===== config.mk =====
export PLATFORM = sky130hd
export DESIGN_NAME = pattern_det_ctrl
export DESIGN_NICKNAME = d
export VERILOG_FILES = /design/src/rtl/pattern_det_pkg.sv /design/src/rtl/pat_matcher.sv /design/src/rtl/pattern_det_ctrl.sv
export SDC_FILE = /design/constraint.sdc
export NUM_CORES = 1
export LEC_CHECK = 0
export CORE_UTILIZATION = 59
export DETAILED_ROUTE_END_ITERATION = 6
export PLACE_DENSITY = 0.85
export SLEW_MARGIN = 40
export SYNTH_ARGS = -nofsm -noshare
export SYNTH_HDL_FRONTEND = slang
export SYNTH_SLANG_ARGS = --single-unit

===== constraint.sdc =====
create_clock -name clk -period 6.36 [get_ports clk]
set_input_delay 1.59 -clock clk [delete_from_list [all_inputs] [get_ports clk]]
set_output_delay 1.59 -clock clk [all_outputs]
set_load 0.01 [all_outputs]

===== src/rtl/pattern_det_pkg.sv =====
// Shared types and default sizing for the serial pattern detector.
package pattern_det_pkg;

  localparam int PAT_W_DEF = 4;
  localparam int LEN_W_DEF = 10;
  localparam int CNT_W_DEF = 8;

  typedef enum logic [1:0] {
    IDLE = 2'd0,
    RUN  = 2'd1,
    DONE = 2'd2
  } state_t;

  // Width needed to count 0..pat_w inclusive.
  function automatic int fill_width(input int pat_w);
    return $clog2(pat_w + 1);
  endfunction

endpackage


===== src/rtl/pat_matcher.sv =====
// Serial history shift register, fill tracker and pattern comparator.
// hit reflects the bit being accepted this cycle (post-shift view).
module pat_matcher
  import pattern_det_pkg::*;
#(
  parameter int PAT_W = PAT_W_DEF
)
(
  input  logic             clk,
  input  logic             rst,
  input  logic             clr,
  input  logic             accept,
  input  logic             bit_in,
  input  logic [PAT_W-1:0] pattern,
  input  logic             ovl_mode,
  output logic             hit
);

  localparam int                FILL_W    = fill_width(PAT_W);
  localparam logic [FILL_W-1:0] FILL_FULL = FILL_W'(PAT_W);

  logic [PAT_W-1:0]  history;
  logic [PAT_W-1:0]  history_nxt;
  logic [FILL_W-1:0] fill;
  logic [FILL_W-1:0] fill_nxt;

  always_comb begin
    history_nxt = {history[PAT_W-2:0], bit_in};
    fill_nxt    = (fill == FILL_FULL) ? fill : fill + FILL_W'(1);
    hit         = accept && (fill_nxt == FILL_FULL) && (history_nxt == pattern);
  end

  // Non-overlapping mode restarts the window after every hit.
  always_ff @(posedge clk or negedge rst) begin
    if (!rst) begin
      history <= '0;
      fill    <= '0;
    end else if (clr) begin
      history <= '0;
      fill    <= '0;
    end else if (accept) begin
      history <= history_nxt;
      fill    <= (hit && !ovl_mode) ? '0 : fill_nxt;
    end
  end

endmodule


===== src/rtl/pattern_det_ctrl.sv =====
// Frame controller for the serial pattern detector: IDLE/RUN/DONE FSM,
// frame bit counter and match counter. Define MATCH_CNT_SAT_EN to make
// match_cnt saturate instead of wrapping.
module pattern_det_ctrl
  import pattern_det_pkg::*;
#(
  parameter int PAT_W = PAT_W_DEF,
  parameter int LEN_W = LEN_W_DEF,
  parameter int CNT_W = CNT_W_DEF
)
(
  input  logic             clk,
  input  logic             rst,
  input  logic             start,
  input  logic             abort,
  input  logic [PAT_W-1:0] pattern,
  input  logic             ovl_mode,
  input  logic [LEN_W-1:0] frame_len,
  input  logic             bit_valid,
  input  logic             bit_in,
  output logic             bit_ready,
  output logic             busy,
  output logic             match,
  output logic             done,
  output logic [CNT_W-1:0] match_cnt
);

  state_t           state;
  logic [PAT_W-1:0] pattern_q;
  logic             ovl_q;
  logic [LEN_W-1:0] len_q;
  logic [LEN_W-1:0] bit_cnt;
  logic [LEN_W-1:0] bit_cnt_nxt;
  logic             clr;
  logic             accept;
  logic             last_bit;
  logic             hit;

  function automatic logic [CNT_W-1:0] cnt_inc(input logic [CNT_W-1:0] c);
`ifdef MATCH_CNT_SAT_EN
    return (&c) ? c : c + CNT_W'(1);
`else
    return c + CNT_W'(1);
`endif
  endfunction

  // An abort in the same cycle discards the offered bit.
  always_comb begin
    clr         = (state == IDLE) && start;
    accept      = (state == RUN) && bit_valid && !abort;
    bit_cnt_nxt = bit_cnt + LEN_W'(1);
    last_bit    = accept && (bit_cnt_nxt == len_q);
  end

  pat_matcher #(
    .PAT_W (PAT_W)
  ) u_matcher (
    .clk      (clk),
    .rst      (rst),
    .clr      (clr),
    .accept   (accept),
    .bit_in   (bit_in),
    .pattern  (pattern_q),
    .ovl_mode (ovl_q),
    .hit      (hit)
  );

  always_ff @(posedge clk or negedge rst) begin
    if (!rst) begin
      state     <= IDLE;
      pattern_q <= '0;
      ovl_q     <= 1'b0;
      len_q     <= '0;
      bit_cnt   <= '0;
      match_cnt <= '0;
      match     <= 1'b0;
      done      <= 1'b0;
      busy      <= 1'b0;
      bit_ready <= 1'b0;
    end else begin
      match <= 1'b0;
      done  <= 1'b0;
      case (state)
        IDLE: begin
          if (start) begin
            pattern_q <= pattern;
            ovl_q     <= ovl_mode;
            len_q     <= frame_len;
            bit_cnt   <= '0;
            match_cnt <= '0;
            busy      <= 1'b1;
            if (frame_len == '0) begin
              state     <= DONE;
              done      <= 1'b1;
              bit_ready <= 1'b0;
            end else begin
              state     <= RUN;
              bit_ready <= 1'b1;
            end
          end
        end
        RUN: begin
          if (abort) begin
            state     <= IDLE;
            busy      <= 1'b0;
            bit_ready <= 1'b0;
          end else if (accept) begin
            bit_cnt <= bit_cnt_nxt;
            if (hit) begin
              match     <= 1'b1;
              match_cnt <= cnt_inc(match_cnt);
            end
            if (last_bit) begin
              state     <= DONE;
              done      <= 1'b1;
              bit_ready <= 1'b0;
            end
          end
        end
        DONE: begin
          state     <= IDLE;
          busy      <= 1'b0;
          bit_ready <= 1'b0;
        end
        default: begin
          state     <= IDLE;
          busy      <= 1'b0;
          bit_ready <= 1'b0;
        end
      endcase
    end
  end

endmodule


# == Word-level counts from Yosys, hierarchy flattened ==
# Index checks and enable logic that the tools add are counted.
# classes
mux,40
reduce_logical,18
add_sub_neg,3
n_eq_ne,12
# ops
op,n
2-to-1 mux 8 bit,4
2-to-1 mux 10 bit,3
one-hot mux 10 bit (2 select lines),1
2-to-1 mux 3 bit,6
2-to-1 mux 1 bit,16
one-hot mux 8 bit (2 select lines),1
adder 10 x 1 -> 10 bit (second input constant),1
== test 10 bit,1
zero test 10 bit,1
2-to-1 mux 2 bit,5
adder 8 x 1 -> 8 bit (second input constant),1
logical AND 1 bit,7
== test 3 bit (second input constant),2
inequality test 2 bit (second input constant),3
one-hot mux 1 bit (2 select lines),3
AND reduction 5 bit,1
== test 4 bit,1
inequality test 2 x 1 -> 1 bit (second input constant),2
one-hot mux 2 bit (2 select lines),1
AND reduction 2 bit,2
AND reduction 4 bit,1
nonzero test 2 bit,2
adder 3 x 1 -> 3 bit (second input constant),1
inequality test 3 x 2 -> 1 bit (second input constant),1
other kinds (5),6
# word_totals
in_bits,21
word_cells,85
regBits,45

# == Logic depth before layout (Yosys ltp) ==
# Gate-level depths: netlist of the first run.
# depth
depth_word,9
depth_mapped,9
depth_no_buf,8

# == Modules after synthesis ==
# From an unflattened synthesis of the first run, not the netlist that was laid out.
# unflattened
cells_unflattened,263
area_unflattened_um2,2481.1
# modules_own_cells
mod,area_per_inst_um2,instances,cells_each
pattern_det_ctrl,2100.8,1,225
pat_matcher,380.4,1,38

# == Least setup slack after synthesis of the first run ==
# No wires, ideal clock.
# synth_timing
path_kind,in2reg
from,input abort
to,register match_cnt[7]
path_stages,6
arrival_ps,3429
setup_ps,66
path_slack_ps,2865
cell_sequence,nand4bb_4 -> or4_4 -> a2111oi_4 -> nand4_1 -> or4_1 -> nand2_1
# synth_between
elab_chain_len,6
word_cells_on_any_way,8
# synth_rtl
element,line_no,source
start: declaration,pattern_det_ctrl.sv:15,"input logic abort,"
zero test 1 bit,pattern_det_ctrl.sv:50,accept = (state == RUN) && bit_valid && !abort;
logical AND 1 bit,pattern_det_ctrl.sv:50,
logical AND 1 bit (2 in series),pat_matcher.sv:30,hit = accept && (fill_nxt == FILL_FULL) && (history_nxt == pattern);
inequality test 2 x 1 -> 1 bit (no line),-,
AND reduction 5 bit (no line) *,-,
end signal: assignment,pattern_det_ctrl.sv:111,match_cnt <= cnt_inc(match_cnt);
end: declaration,pattern_det_ctrl.sv:25,output logic [CNT_W-1:0] match_cnt
# Mark *: on every way between the ends. The rest lies on a longest branch, timed or not.
# A chain may end at the register's enable or synchronous reset.

# == Worst setup path in the final report of the first run ==
# Ends and elaborated chain as after synthesis.

==> results of run 1 <==
cell type report:
| type | count | area [sq um] | share of cell area [%] |
|---|---|---|---|
| timing repair buffer | 33 | 325 | 11.4 |
| clock buffer | 6 | 82.6 | 2.89 |
| inverter | 4 | 15.0 | 0.525 |
| sequential | 45 | 1130 | 39.4 |
| tap | 48 | 60.1 | 2.10 |
| clock inverter | 2 | 37.5 | 1.31 |
| multi-input combinational | 196 | 1210 | 42.5 |
registers in the layout, summed over array words and instances (netlist names):
signal	flops
bit_cnt	10
bit_ready	1
busy	1
done	1
len_q	10
match	1
match_cnt	8
ovl_q	1
pattern_q	4
state	2
u_matcher.fill	3
u_matcher.history	3
metrics by stage:
| stage | power [W] | hold WS (ns) |
|---|---|---|
| 2_1_floorplan | 0.000442 | 0.465 |
| 3_3_place_gp | 0.000486 | 0.480 |
| 3_5_place_dp | 0.000495 | 0.484 |
| 4_1_cts | 0.000721 | 0.505 |
| 5_1_grt | 0.000757 | 0.540 |
| 6_report | 0.000719 | 0.506 |
layer usage:
layer	vias up	track usage (%)	wire length, um	share of wire (%)
met5	-	0	0	0
met4	0	12.5	93	1.8
met3	10	4.83	198	3.8
met2	56	42.2	2460	47
met1	973	41.0	2510	48
li1	960	-	-	-
tightest hold or removal path, stage by stage (launching register included):
cell and delay (ns):
sky130_fd_sc_hd__dfrtp_1 0.37, sky130_fd_sc_hd__nand2_1 0.05, sky130_fd_sc_hd__nand2_1 0.06
cells by family after synthesis:
kind of cell | Yosys count | synth area share [%]
buf+inv | 17 | 2.66
xor+xnor | 21 | 7.66
fa+ha+maj | 4 | 2.08
mux | 2 | 0.886
flops | 45 | 46.9
simple gates | 113 | 22.9
compound gates | 56 | 16.9
power breakdown:
group          internal, W  switching, W  total [W]
clock network     0.000128     0.0000991   0.000227
logic            0.0000629     0.0000827   0.000146
registers         0.000317     0.0000299   0.000347
cells in the final DEF (no fill, tap or decap), types with 4 or more instances in the layout:
master and n:
sky130_fd_sc_hd__nor3b_1 4, sky130_fd_sc_hd__a22o_1 6, sky130_fd_sc_hd__xor2_1 12, sky130_fd_sc_hd__o21ai_0 18, sky130_fd_sc_hd__inv_1 4, sky130_fd_sc_hd__xnor2_1 9
sky130_fd_sc_hd__clkbuf_8 6, sky130_fd_sc_hd__clkdlybuf4s50_1 31, sky130_fd_sc_hd__nand2_1 59, sky130_fd_sc_hd__dfrtp_1 45, sky130_fd_sc_hd__o31ai_1 4, sky130_fd_sc_hd__nand3_1 7
sky130_fd_sc_hd__a21oi_1 7, sky130_fd_sc_hd__a31oi_1 4, sky130_fd_sc_hd__o2bb2ai_1 4, sky130_fd_sc_hd__ha_1 4, sky130_fd_sc_hd__nand4_1 7, sky130_fd_sc_hd__nor2_1 16
path summary, 6_finish.rpt:
path,end,slack [ns],from
max,match_cnt[7],2.38,abort
min,pattern_q[1],0.51,pattern_q[1]
max reg2reg,bit_ready,3.71,bit_cnt[0]
min reg2reg,pattern_q[1],0.51,pattern_q[1]
max in group asynchronous,bit_cnt[5],4.71,rst
min in group asynchronous,ovl_q,1.26,rst
==> flow_summary.toml, run 1 <==
[power]
vdd_drop_max_uv = 171
power_per_cell_area_nw_per_um2 = 251
power.static_leakage_nw = 1.25

[synth]
ys_top_cells_by_count = "59 x sky130_fd_sc_hd__nand2_1, 45 x sky130_fd_sc_hd__dfrtp_1, 18 x sky130_fd_sc_hd__o21ai_0, 17 x sky130_fd_sc_hd__nor2_1, 13 x sky130_fd_sc_hd__clkbuf_1"
synth-seq-cells = 45
postSynthAreaPerCell_sq_um = 9.31
syn-instance-count = 258
yosys.cell_types.count = 43
postSynth.topFlopCell = "sky130_fd_sc_hd__dfrtp_1"
synth.area.top_cells = "sky130_fd_sc_hd__dfrtp_1 47%, sky130_fd_sc_hd__nand2_1 9.2%, sky130_fd_sc_hd__xor2_1 4.4%, sky130_fd_sc_hd__o21ai_0 3.8%, sky130_fd_sc_hd__xnor2_1 3.3%"
synth.most_common_cell = "sky130_fd_sc_hd__nand2_1"
yosysTopAreaCell = "sky130_fd_sc_hd__dfrtp_1"
fraction_of_synthesis_flops_using_an_asynchronous_set_or_reset_pin_pct = 100
synth_fp_nets = 283
ys.warnings.count = 0
netlist.area_leader.share_pct = 46.9
yosysSeqAreaShare_pct = 46.9
synth_enable_flop_cells = 0
synthesis.area_sq_um = 2400

[detailed_routing]
firstDrtPassIters = 4
dr_total_vias = 1999
wl_per_cell_um = 15.8
detail_route.wirelength_um = 5270
post_drt_via_cell_ratio = 5.99
drt_iter0_drc = 196
number_of_design_rule_violations_left_after_detail_routing = 0
final_antenna_net_count = 0

[setup_path]
critPathRequiredTime_ns = 6.61
critical_path_class = "in2reg"
cp_slowest_cell = "sky130_fd_sc_hd__or4_4"
worstSetupStartpointType = "input port"
cp_num_buf_inv = 1
setup.worst_path.end_class = "register"
crit_family = "simple AND/OR/NAND/NOR gates"
crit_path_cell_trace = "clkdlybuf4s50_1 -> nand4bb_4 -> or4_4 -> a2111oi_4 -> nand4_1 -> or4_1 -> nand2_1"
timing.critical_path.slowest_cell_delay_ns = 0.61
r2r_cells = 7
cp_max_fo = 14
timing.critical_path.depth = 7
timing.critical_path.arrival_ns = 4.23

[cells_and_area]
antenna_cells = 0
layout.nets = 310
final_core_utilization_pct = 75.9
drive_gt1_share_pct = 5.94
n_fill_cell = 256
final_design_instance_area_without_fill_sq_um = 2860
signed_area_change_from_the_synthesized_netlist_to_the_final_layout_pct = 19.2
final_cells = 334

[floorplan]
fp.dieW_um = 65.8
num_rows = 22
pin_count = 33
coreArea_sq_um = 3770
floorplan.initialDensity_pct = 63.7
die_h_um = 65.8
die-area_sq_um = 4330

[global_route]
grt.total_usage_pct = 28.5
pin_count_of_the_biggest_net_entering_global_routing = 46
antenna_violations_before_repair = 0
via_count_of_the_first_global_routing_pass = 1907
globalRoute.totalOverflow = 0
first_pass_grt_wire_length_um = 9160

[clock_network]
clock_tree.root_cell = "sky130_fd_sc_hd__clkbuf_8"
cts_tree = "done"
clkLatencyLatePin_ns = 0.31
clkTransAtPathRegs_ns = 0.08
clk_path_buf_depth = 2
ctsHtreeMaxLevel = 2
clkSinkCount = 45
ctsResizeCount = 0
hold_buffers = 0
cts_inserted_buffers = 5
post-cts-setup-buffer-count = 0

[sta]
final-max-slew-violation-count = 0
transition_at_the_pin_with_the_smallest_max_transition_slack_ns = 0.644
clock.fmax_mhz = 251
finalSetupViolCount = 0
report.final.hold_viol_count = 0
totalNegativeSetupSlack_ns = 0
final.period_utilization_pct = 62.6
slew_headroom_pct = 57.0
final_critical_path_setup_slack_ns = 2.38
timing.clock.skew_ns = 0.00417
rsz0062_at_grt = "no"
final_critical_delay_including_setup_and_external_delays_ns = 3.98

[placement]
placed_cell_area_sq_um = 2740
placedCellCount = 326
routabilityCongestion = 0.837
place_worst_setup_slack_ns = 2.04
detailed_place_hpwl_um = 3680
port_buffers = 32

[hold_path]
hold-path-cell-count = 2
hold_class = "reg2reg"

[run_status]
status = "completed"

[run]
drv.max_cap_violation_count = 0
No activity file was read; power rests on OpenSTA's default activity.
==> run 2: changes to the inputs <==
- CORE_UTILIZATION: 59 -> 49
- PLACE_DENSITY: 0.85 -> 0.75
- clock period: 6.36 -> 3.45 ns (I/O delays scaled with it)
==> flow_summary.toml, run 2 (synthesis results as in run 1) <==
[floorplan]
coreArea_sq_um = 4720
num_rows = 25
die-area_sq_um = 5180
die_h_um = 72
pin_count = 33
fp.dieW_um = 72
floorplan.initialDensity_pct = 50.8

[clock_network]
cts_tree = "done"
hold_buffers = 0
ctsResizeCount = 0
clkSinkCount = 45
cts_inserted_buffers = 5
clkLatencyLatePin_ns = 0.30
clk_path_buf_depth = 2
clkTransAtPathRegs_ns = 0.08
post-cts-setup-buffer-count = 0
clock_tree.root_cell = "sky130_fd_sc_hd__clkbuf_8"
ctsHtreeMaxLevel = 2

[setup_path]
critical_path_class = "in2reg"
cp_max_fo = 4
timing.critical_path.arrival_ns = 3.27
reg2reg_slack_ns = 0.77
startpoint = "abort"
worstSetupStartpointType = "input port"
r2r_cells = 7
setup.worst_path.end_class = "register"
timing.rr.start = "bit_cnt[0]"
critPathRequiredTime_ns = 3.69
crit_end = "match_cnt[6]"
r2r-end = "bit_ready"

[detailed_routing]
wl_per_cell_um = 14.4
drt_iter0_drc = 117
detail_route.wirelength_um = 5130
firstDrtPassIters = 4
dr_total_vias = 1983
final_antenna_net_count = 0
number_of_design_rule_violations_left_after_detail_routing = 0
post_drt_via_cell_ratio = 5.57

[power]
power_switching_share_pct = 30.7
cell_internal_pwr_w = 0.000861
p_seq_share_pct = 51.7
power_per_cell_area_nw_per_um2 = 430
share_clk_of_total_power_pct = 26.8
power.static_leakage_nw = 1.25
switching_power_w = 0.000381
vdd_drop_max_uv = 299
power_frac_comb_pct = 21.5

[sta]
final_critical_delay_including_setup_and_external_delays_ns = 3.03
transition_at_the_pin_with_the_smallest_max_transition_slack_ns = 0.619
final.period_utilization_pct = 87.8
finalSetupViolCount = 0
totalNegativeSetupSlack_ns = 0
slew_headroom_pct = 57.7
rsz0062_at_grt = "no"
clock.fmax_mhz = 330
final-max-slew-violation-count = 0
timing.clock.skew_ns = 0.00702
report.final.hold_viol_count = 0

[cells_and_area]
layout.cells.most_common_list = "59 x sky130_fd_sc_hd__nand2_1, 45 x sky130_fd_sc_hd__dfrtp_1, 31 x sky130_fd_sc_hd__clkdlybuf4s50_1"
signed_area_change_from_the_synthesized_netlist_to_the_final_layout_pct = 20.1
drive_gt1_share_pct = 6.57
layout_commonest_cell = "sky130_fd_sc_hd__nand2_1"
final_cells = 356
reg.largest.list = "bit_cnt (10), len_q (10), match_cnt (8)"
antenna_cells = 0
n_fill_cell = 386
layout.nets = 314
final_design_instance_area_without_fill_sq_um = 2880

[global_route]
grt.total_usage_pct = 22.1
via_count_of_the_first_global_routing_pass = 1926
antenna_violations_before_repair = 0
globalRoute.totalOverflow = 0
pin_count_of_the_biggest_net_entering_global_routing = 46
first_pass_grt_wire_length_um = 8850

[hold_path]
hold_class = "reg2reg"

[placement]
detailed_place_hpwl_um = 3660
placedCellCount = 349
port_buffers = 32
placed_cell_area_sq_um = 2790
routabilityCongestion = 0.791

[run]
drv.max_cap_violation_count = 0

[run_status]
status = "completed"
## run 2: changes by cell type in the layout (fill, tap and decap cells not counted)
cell,change
sky130_fd_sc_hd__and2_1,+1
sky130_fd_sc_hd__and2_2,-1
sky130_fd_sc_hd__buf_4,+4
sky130_fd_sc_hd__bufinv_16,-1
## run 2: metrics by stage
step                setup slack (ns)  hold slack (ns)  total power (W)  util [%]
floorplan                      0.683            0.465         0.000815         -
global placement               0.145            0.480         0.000906      59.0
detailed placement            0.0844            0.495         0.000917      59.2
global route                   0.288            0.538          0.00130      61.1
finish                         0.419            0.514          0.00124      61.1
CTS                            0.397            0.515          0.00125      61.1
## run 2: critical path: stages
cell                              delay, ns
sky130_fd_sc_hd__clkdlybuf4s50_1       0.42
sky130_fd_sc_hd__nand4bb_4             0.24
sky130_fd_sc_hd__or4_4                 0.56
sky130_fd_sc_hd__a2111oi_4             0.38
sky130_fd_sc_hd__nand4_1               0.22
sky130_fd_sc_hd__or4_1                 0.51
sky130_fd_sc_hd__nand2_1               0.08
## run 2: worst min path at each step
stage                  from            to  slack (ns)  cells past startpoint
2_1_floorplan      len_q[3]      len_q[3]        0.47                      2
4_1_cts            len_q[4]      len_q[4]        0.51                      2
3_3_place_gp       len_q[9]      len_q[9]        0.48                      2
6_report           len_q[4]      len_q[4]        0.51                      2
3_5_place_dp       len_q[4]      len_q[4]        0.49                      2
5_1_grt        pattern_q[1]  pattern_q[1]        0.54                      2
## run 2: cell type report
| class | count | area, sq um | share of cell area [%] |
|---|---|---|---|
| Timing Repair Buffer | 37 | 355 | 12.3 |
| Inverter | 4 | 15.0 | 0.521 |
| Clock buffer | 6 | 82.6 | 2.86 |
| Tap cell | 67 | 83.8 | 2.91 |
| Multi-Input combinational cell | 196 | 1210 | 42.1 |
| Sequential cell | 45 | 1130 | 39.0 |
| Clock inverter | 1 | 7.51 | 0.260 |
## run 2: power groups by stage
stage	Clock [W]	Sequential, W	Combinational [W]
floorplan	0	0.000636	0.000180
global placement	0	0.000648	0.000258
detailed placement	0	0.000651	0.000266
CTS	0.000341	0.000640	0.000269
global route	0.000355	0.000648	0.000301
finish	0.000333	0.000641	0.000267
## run 2: metal layers
metal	global-route usage (%)	up-vias	wire length, um
li1	-	971	-
met1	31.7	955	2510
met2	33.8	53	2360
met3	4.17	4	214
met4	7.63	0	44
met5	0	-	0
